===== src/rtl/logic_issue_pkg.sv =====
// Shared constants for the integer logic issue path.
//   data_size    : operand/result width
//   FUNCT3_*     : RISC-V funct3 codes of the bitwise ops
//   SEL_*        : 4-bit truth-table selects understood by logic_mod
//   s1_op_t      : operand/select record held in stage 1
package logic_issue_pkg;

    localparam int data_size = 32;

    localparam logic [2:0] FUNCT3_AND = 3'b111;
    localparam logic [2:0] FUNCT3_OR  = 3'b110;
    localparam logic [2:0] FUNCT3_XOR = 3'b100;

    // Bit {a,b} of the select is the result bit for operand bits a,b.
    localparam logic [3:0] SEL_AND = 4'b1000;
    localparam logic [3:0] SEL_OR  = 4'b1110;
    localparam logic [3:0] SEL_XOR = 4'b0110;

    typedef struct packed {
        logic [data_size-1:0] op1;
        logic [data_size-1:0] op2;
        logic [3:0]           sel;
        logic                 illegal;
    } s1_op_t;

endpackage


===== src/rtl/logic_mod.sv =====
// Bitwise truth-table unit: each result bit is sel[{a[i], b[i]}].
//   a, b : operands
//   sel  : 4-bit truth table
//   y    : result
module logic_mod #(
    parameter int W = 32
) (
    input  logic [W-1:0] a,
    input  logic [W-1:0] b,
    input  logic [3:0]   sel,
    output logic [W-1:0] y
);

    for (genvar i = 0; i < W; i++) begin : g_bit
        assign y[i] = sel[{a[i], b[i]}];
    end

endmodule


===== src/rtl/logic_issue.sv =====
// Issue-side driver for the bitwise logic path. Two-stage valid/ready pipe:
// S1 captures operands + decoded select, S2 captures the logic_mod result
// and presents it to the writeback arbiter.
//   clk, rst_n         : clock, async active-low reset
//   flush              : kill all in-flight ops at next edge
//   in_valid/in_ready  : decode handshake
//   in_funct3, in_rs1, in_rs2, in_imm, in_use_imm, in_rd : decoded op
//   wb_valid/wb_ready  : writeback handshake
//   wb_data, wb_rd, wb_illegal : writeback payload
module logic_issue
    import logic_issue_pkg::*;
#(
    parameter int tag_size = 5
) (
    input  logic                 clk,
    input  logic                 rst_n,
    input  logic                 flush,
    input  logic                 in_valid,
    output logic                 in_ready,
    input  logic [2:0]           in_funct3,
    input  logic [data_size-1:0] in_rs1,
    input  logic [data_size-1:0] in_rs2,
    input  logic [data_size-1:0] in_imm,
    input  logic                 in_use_imm,
    input  logic [tag_size-1:0]  in_rd,
    output logic                 wb_valid,
    input  logic                 wb_ready,
    output logic [data_size-1:0] wb_data,
    output logic [tag_size-1:0]  wb_rd,
    output logic                 wb_illegal
);

    // Returns {illegal, sel}.
    function automatic logic [4:0] decode_f3(input logic [2:0] f3);
        case (f3)
            FUNCT3_AND: return {1'b0, SEL_AND};
            FUNCT3_OR:  return {1'b0, SEL_OR};
            FUNCT3_XOR: return {1'b0, SEL_XOR};
            default:    return {1'b1, 4'b0000};
        endcase
    endfunction

    logic                 s1_valid_q, s1_valid_d;
    s1_op_t               s1_op_q, s1_op_d;
    logic [tag_size-1:0]  s1_rd_q, s1_rd_d;

    logic                 s2_valid_q, s2_valid_d;
    logic [data_size-1:0] s2_data_q, s2_data_d;
    logic [tag_size-1:0]  s2_rd_q, s2_rd_d;
    logic                 s2_illegal_q, s2_illegal_d;

    logic                 s2_free, s1_adv, accept;
    logic [data_size-1:0] lm_y;
    logic [4:0]           dec;

    assign s2_free  = !s2_valid_q || wb_ready;
    assign s1_adv   = s1_valid_q && s2_free;
    assign in_ready = (!s1_valid_q || s2_free) && !flush;
    assign accept   = in_valid && in_ready;
    assign dec      = decode_f3(in_funct3);

    logic_mod #(.W(data_size)) u_logic_mod (
        .a   (s1_op_q.op1),
        .b   (s1_op_q.op2),
        .sel (s1_op_q.sel),
        .y   (lm_y)
    );

    always_comb begin
        s1_valid_d = s1_valid_q;
        s1_op_d    = s1_op_q;
        s1_rd_d    = s1_rd_q;
        if (flush) begin
            s1_valid_d = 1'b0;
        end else if (accept) begin
            s1_valid_d      = 1'b1;
            s1_op_d.op1     = in_rs1;
            s1_op_d.op2     = in_use_imm ? in_imm : in_rs2;
            s1_op_d.sel     = dec[3:0];
            s1_op_d.illegal = dec[4];
            s1_rd_d         = in_rd;
        end else if (s1_adv) begin
            s1_valid_d = 1'b0;
        end
    end

    always_comb begin
        s2_valid_d   = s2_valid_q;
        s2_data_d    = s2_data_q;
        s2_rd_d      = s2_rd_q;
        s2_illegal_d = s2_illegal_q;
        if (flush) begin
            s2_valid_d = 1'b0;
        end else if (s1_adv) begin
            s2_valid_d   = 1'b1;
            // x0 writes and illegal ops carry a zero payload.
            s2_data_d    = (s1_op_q.illegal || s1_rd_q == '0) ? '0 : lm_y;
            s2_rd_d      = s1_rd_q;
            s2_illegal_d = s1_op_q.illegal;
        end else if (wb_ready) begin
            s2_valid_d = 1'b0;
        end
    end

    always_ff @(posedge clk or negedge rst_n) begin
        if (!rst_n) begin
            s1_valid_q   <= 1'b0;
            s1_op_q      <= '0;
            s1_rd_q      <= '0;
            s2_valid_q   <= 1'b0;
            s2_data_q    <= '0;
            s2_rd_q      <= '0;
            s2_illegal_q <= 1'b0;
        end else begin
            s1_valid_q   <= s1_valid_d;
            s1_op_q      <= s1_op_d;
            s1_rd_q      <= s1_rd_d;
            s2_valid_q   <= s2_valid_d;
            s2_data_q    <= s2_data_d;
            s2_rd_q      <= s2_rd_d;
            s2_illegal_q <= s2_illegal_d;
        end
    end

    assign wb_valid   = s2_valid_q;
    assign wb_data    = s2_data_q;
    assign wb_rd      = s2_rd_q;
    assign wb_illegal = s2_illegal_q;

endmodule


===== config.mk =====
export PLATFORM = sky130hd
export DESIGN_NAME = logic_issue
export DESIGN_NICKNAME = d
export VERILOG_FILES = /design/src/rtl/logic_issue_pkg.sv /design/src/rtl/logic_mod.sv /design/src/rtl/logic_issue.sv
export SDC_FILE = /design/constraint.sdc
export NUM_CORES = 1
export LEC_CHECK = 0
export CORE_ASPECT_RATIO = 1.5
export CORE_MARGIN = 1
export CORE_UTILIZATION = 49
export CTS_CLUSTER_DIAMETER = 50
export DETAILED_ROUTE_END_ITERATION = 10
export MAX_ROUTING_LAYER = met4
export PLACE_DENSITY = 0.89
export SLEW_MARGIN = 10
export SYNTH_ARGS = -nofsm -noshare
export SYNTH_HDL_FRONTEND = slang
export SYNTH_SLANG_ARGS = --single-unit

===== constraint.sdc =====
create_clock -name clk -period 2 [get_ports clk]
set_input_delay 0.6 -clock clk [delete_from_list [all_inputs] [get_ports clk]]
set_output_delay 0.6 -clock clk [all_outputs]
set_load 0.005 [all_outputs]

After elaboration in Yosys (flattened, before gate mapping)
Index checks and enable logic that the tools add are counted.

Bits in registers: 114. Output and inout bits: 40. Word-level logic and storage cells: 133.

$lt $le $gt $ge: 32. Eq/ne operators: 3. Muxes and demuxes: 73. Bitwise logic cells: 1. Reductions and logical operators: 14.

Operators with widths (number): < comparator 2 x 3 -> 1 bit, second input constant (32); binary-select mux 1 bit (select 2 bit) (32); 2-to-1 mux 32 bit (2); 2-to-1 mux 1 bit (38); case mux 5 bit (3 select lines) (1); == test 3 bit, second input constant (3); nonzero test 3 bit (2); logical NOT 5 bit (1); AND reduction 2 bit (2); logical AND 1 bit (3); logical NOT 1 bit (3); logical OR 1 bit (3); NOT 1 bit (1).

Logic depth before layout (Yosys ltp)
Depth in word-level cells: 7. Depth in mapped cells: 6. Gate-level depth less buffers: 3.

Modules after synthesis
Synthesis repeated with hierarchy kept, for this count alone.

Cell total of the unflattened synthesis: 406. Area, all modules: 5954.5 um^2.

By module, submodules not included: logic_issue (instances 1, cells an instance 362, area an instance 5173.7 um^2, seq. area each 2802.7 um^2); logic_mod (instances 1, cells an instance 44, area an instance 780.7 um^2, seq. area each 0.0 um^2).

Least setup slack after synthesis
Ideal clock, no wire load.

Path kind: input -> register. From: in in_use_imm. To: reg s1_op_q[12] (netlist name). Library setup time: 0.125 ns. Arrival: 1.734 ns. Data required time: 1.875 ns. Setup slack: 0.141 ns. Cell stages on the path: 4. Buffers on the path: 2. Cell sequence: clkbuf_1 -> buf_1 -> mux2_2 -> mux2_4.

Cells in the longest elaborated chain, start to end: 1.

Ends and longest elaborated chain: from (decl) (line logic_issue.sv:24) `input logic in_use_imm,`; 2-to-1 mux 32 bit (line logic_issue.sv:78) `s1_op_d.op2 = in_use_imm ? in_imm : in_rs2;`; to (signal assigned) (line logic_issue.sv:116) `s1_op_q <= s1_op_d;`; to (decl) (line logic_issue.sv:44) `s1_op_t s1_op_q, s1_op_d;`.

Every way passes these cells. A chain may end at the register's enable or synchronous reset.

Worst setup path in the final report
From: in flush. To: out in_ready.

Cells in the longest elaborated chain, start to end: 2.

Ends and longest elaborated chain: from (decl) (line logic_issue.sv:17) `input logic flush,`; logical NOT 1 bit (line logic_issue.sv:58) `assign in_ready = (!s1_valid_q || s2_free) && !flush;`; logical AND 1 bit (line logic_issue.sv:58); to (decl) (line logic_issue.sv:19) `output logic in_ready,`.

Every way passes these cells.

==> reports/qor.csv <==
stage,metric,value,unit
final_layout,diodes,0,
worst_setup_path,worst-r2r-setup-slack,0.24,ns
sta,rsz0062_at_grt,true,
pwr,power_frac_comb,24.7,%
detailed_routing,via_per_inst,5.46,
global_routing,gr-usage-all-layers,23.6,%
place,dpl_worst_slack,-0.416,ns
logic_synthesis,synth-edff-count,0,
floorplan,die_area,12100,um2
pwr,swShare,25.8,%
global_routing,overflow,0,
logic_synthesis,synth.avg_cell_area,13.3,um2
final_layout,final_layout_size_suffix_gt1_share,25.9,%
global_routing,grt_pass1_vias,4267,
detailed_routing,ant_nets,0,
detailed_routing,drtPass1Iterations,4,
place,dp_hpwl,9480,um
clock_network,clock_latency,0.34,ns
worst_setup_path,critPathKind,in -> out,
detailed_routing,vias,3994,
sta,slew_viol_final,0,
pwr,clkPwrFrac,29.7,%
logic_synthesis,yosys.area.top_type_share,49.0,%
place,dp.cells,716,
sta,holdWs,0.156,ns
logic_synthesis,synth_top_area_cell,dfrtp_1,
worst_setup_path,crit_fanout,2,
pwr,max-vdd-ir-drop,513,uV
clock_network,clockBufferDepth,2,
logic_synthesis,async_flop_share,100,%
worst_setup_path,cp-end-kind,output port,
logic_synthesis,syn_area,5730,um2
pwr,p_int,4800,uW
sta,finalHoldViolCount,0,
clock_network,cts_made_buffers,9,
logic_synthesis,synth_common_cells,"112 x dfrtp_1, 69 x mux2_4, 41 x mux2_2",
detailed_routing,wire_per_inst,18.3,um
logic_synthesis,synth_fp_nets,542,
worst_hold_path,hold_class,in -> async,
floorplan,initial_core_util,49.9,%
final_layout,fin_cells,732,
worst_setup_path,r2r-start,wb_valid$_DFFE_PN0P_,
global_routing,grt_max_degree,42,
pwr,pwr-share-seq,45.6,%
sta,fmaxAchievable,0.504,GHz
final_layout,fin_util,67.1,%
clock_network,cts_hold_buf,0,
sta,period_share,99.2,%
sta,fin_skew,0.00588,ns
worst_setup_path,crit_slowest_cell,clkdlybuf4s50_1,
clock_network,cts-resized-gates,4,
worst_setup_path,critPathLaunchType,input port,
final_layout,fillers,823,
outcome,status,"complete, no violations",
clock_network,cts_tree,built,
logic_synthesis,synth_most_common_cell,dfrtp_1,
floorplan,die_x,90.3,um
pwr,leakagePower,0.00351,uW
global_routing,grt_pass1_wl,21600,um
worst_setup_path,required,1.40,ns
logic_synthesis,yosysSeqAreaShare,49.0,%
pwr,powerDensity,840,nW/um2
logic_synthesis,synth_area_leaders,"dfrtp_1 49%, mux2_4 18%, mux2_2 8.1%",
clock_network,clkSlewWorstSetupHoldPaths,0.07,ns
sta,fin_crit,1.98,ns
worst_setup_path,reg2reg_depth,5,
final_layout,nets,687,
floorplan,io_pins,150,
clock_network,numClockSinks,112,
sta,slew_headroom,65.0,%
floorplan,core_area,11500,um2
pwr,switching_power,1670,uW
floorplan,rows,48,
final_layout,fin_area,7700,um2
logic_synthesis,synthDistinctLibCells,25,
clock_network,cts_root_buf,clkbuf_16,
flow_run,drv_cap,0,
detailed_routing,drt_wl_total,13400,um
place,placed_area,7370,um2
sta,setup_violations,0,
clock_network,cts_setup_buffers,0,
sta,worst_pin_slew,0.525,ns
worst_setup_path,arrival,1.38,ns
floorplan,die_y,134,um
global_routing,antenna_found_initial,0,
detailed_routing,drt_iter0_drc,231,
logic_synthesis,synthFlopType,dfrtp_1,
logic_synthesis,syn_inst,432,
detailed_routing,route.detailed.drc,0,
place,place.gp.congestion,0.833,
logic_synthesis,ys_ff_latch,112,
place,numPortBuffers,149,
clock_network,cts_max_level,3,
final_layout,syn_to_final_growth,34.5,%
worst_setup_path,critPathMaxStageDelay,0.45,ns
sta,finalWorstSetupSlack,0.0156,ns
logic_synthesis,yosysWarningCount,0,
worst_setup_path,path_cells,clkdlybuf4s50_1 -> a21oi_2 -> clkdlybuf4s15_2,
worst_setup_path,r2r_end,s1_op_q[27]$_DFFE_PN0P_,
cells by family (layout without fill, tap and decap cells):
logic type	after synthesis	in the layout	share of synthesized area [%]
AND/OR/NAND/NOR	41	41	4.50
AO/OA/AOI/OAI	101	101	10.4
multiplexers	111	111	26.3
buffers and inverters	36	186	5.07
flip-flops	112	112	49.0
XOR/XNOR	31	31	4.74
power by group through the flow:
stage	logic (uW)	registers, uW	clock network (uW)
after floorplan	924	2890	0
after global placement	1540	2960	0
after detailed placement	1600	2980	0
after CTS	1610	2950	1950
after global routing	1720	2990	2040
final	1600	2950	1920
critical path: cells and delay by family:
| kind | cells | cell delay (ns) |
|---|---|---|
| compound gates | 1 | 0.13 |
| buf+inv | 2 | 0.66 |
layout by cell type, fill, tap and decap left out, types with 2 or more instances in the layout:
| cell type | n |
|---|---|
| nor2_1 | 3 |
| clkinv_4 | 2 |
| inv_1 | 3 |
| o31ai_1 | 31 |
| bufinv_16 | 2 |
| clkbuf_1 | 2 |
| clkbuf_16 | 9 |
| dfrtp_1 | 112 |
| and3_1 | 31 |
| mux2_4 | 69 |
| buf_12 | 8 |
| buf_4 | 11 |
| mux2_2 | 41 |
| a21oi_1 | 33 |
| xor2_1 | 31 |
| clkdlybuf4s50_1 | 145 |
| o21ai_0 | 33 |
per-stage QoR:
step	TNS [ns]	total power, uW
2_1_floorplan	0	3820
3_3_place_gp	-34.57	4500
3_5_place_dp	-36.88	4590
4_1_cts	0	6510
5_1_grt	-0.0168	6760
6_report	0	6470
sequential cells by signal (all words and copies together) (netlist names):
| name | count |
|---|---|
| s1_op_q | 67 |
| wb_rd | 5 |
| wb_valid | 1 |
| s1_valid_q | 1 |
| wb_illegal | 1 |
| wb_data | 32 |
| s1_rd_q | 5 |
worst max path at each step:
stage,from,to,slack (ns),depth (start not counted)
floorplan,in_use_imm,s1_op_q[12]$_DFFE_PN0P_,0.14,4
global placement,wb_ready,in_ready,-0.40,4
detailed placement,wb_ready,in_ready,-0.42,4
CTS,flush,in_ready,0.01,3
global route,flush,wb_data[21]$_DFFE_PN0P_,-0.01,6
finish,flush,in_ready,0.02,3
layout make-up:
class / count / area (um2) / area share (%)
Clock buffer: 12 / 246 / 3.20
Clock inverter: 4 / 77.6 / 1.01
Inverter: 3 / 11.3 / 0.146
Multi-Input combinational cell: 284 / 2660 / 34.5
Sequential cell: 112 / 2800 / 36.4
Tap cell: 150 / 188 / 2.44
Timing Repair Buffer: 167 / 1720 / 22.3
per-layer routing:
layer / vias to the layer above / wire length, um / share of wire (%) / track usage (%)
met5: - / 0 / 0 / -
met1: 1995 / 5380 / 40 / 27.3
met2: 129 / 7200 / 54 / 41.9
met4: 0 / 191 / 1.4 / 7.62
li1: 1855 / - / - / -
met3: 15 / 600 / 4.5 / 3.40
(Power assumes the default switching activity.)
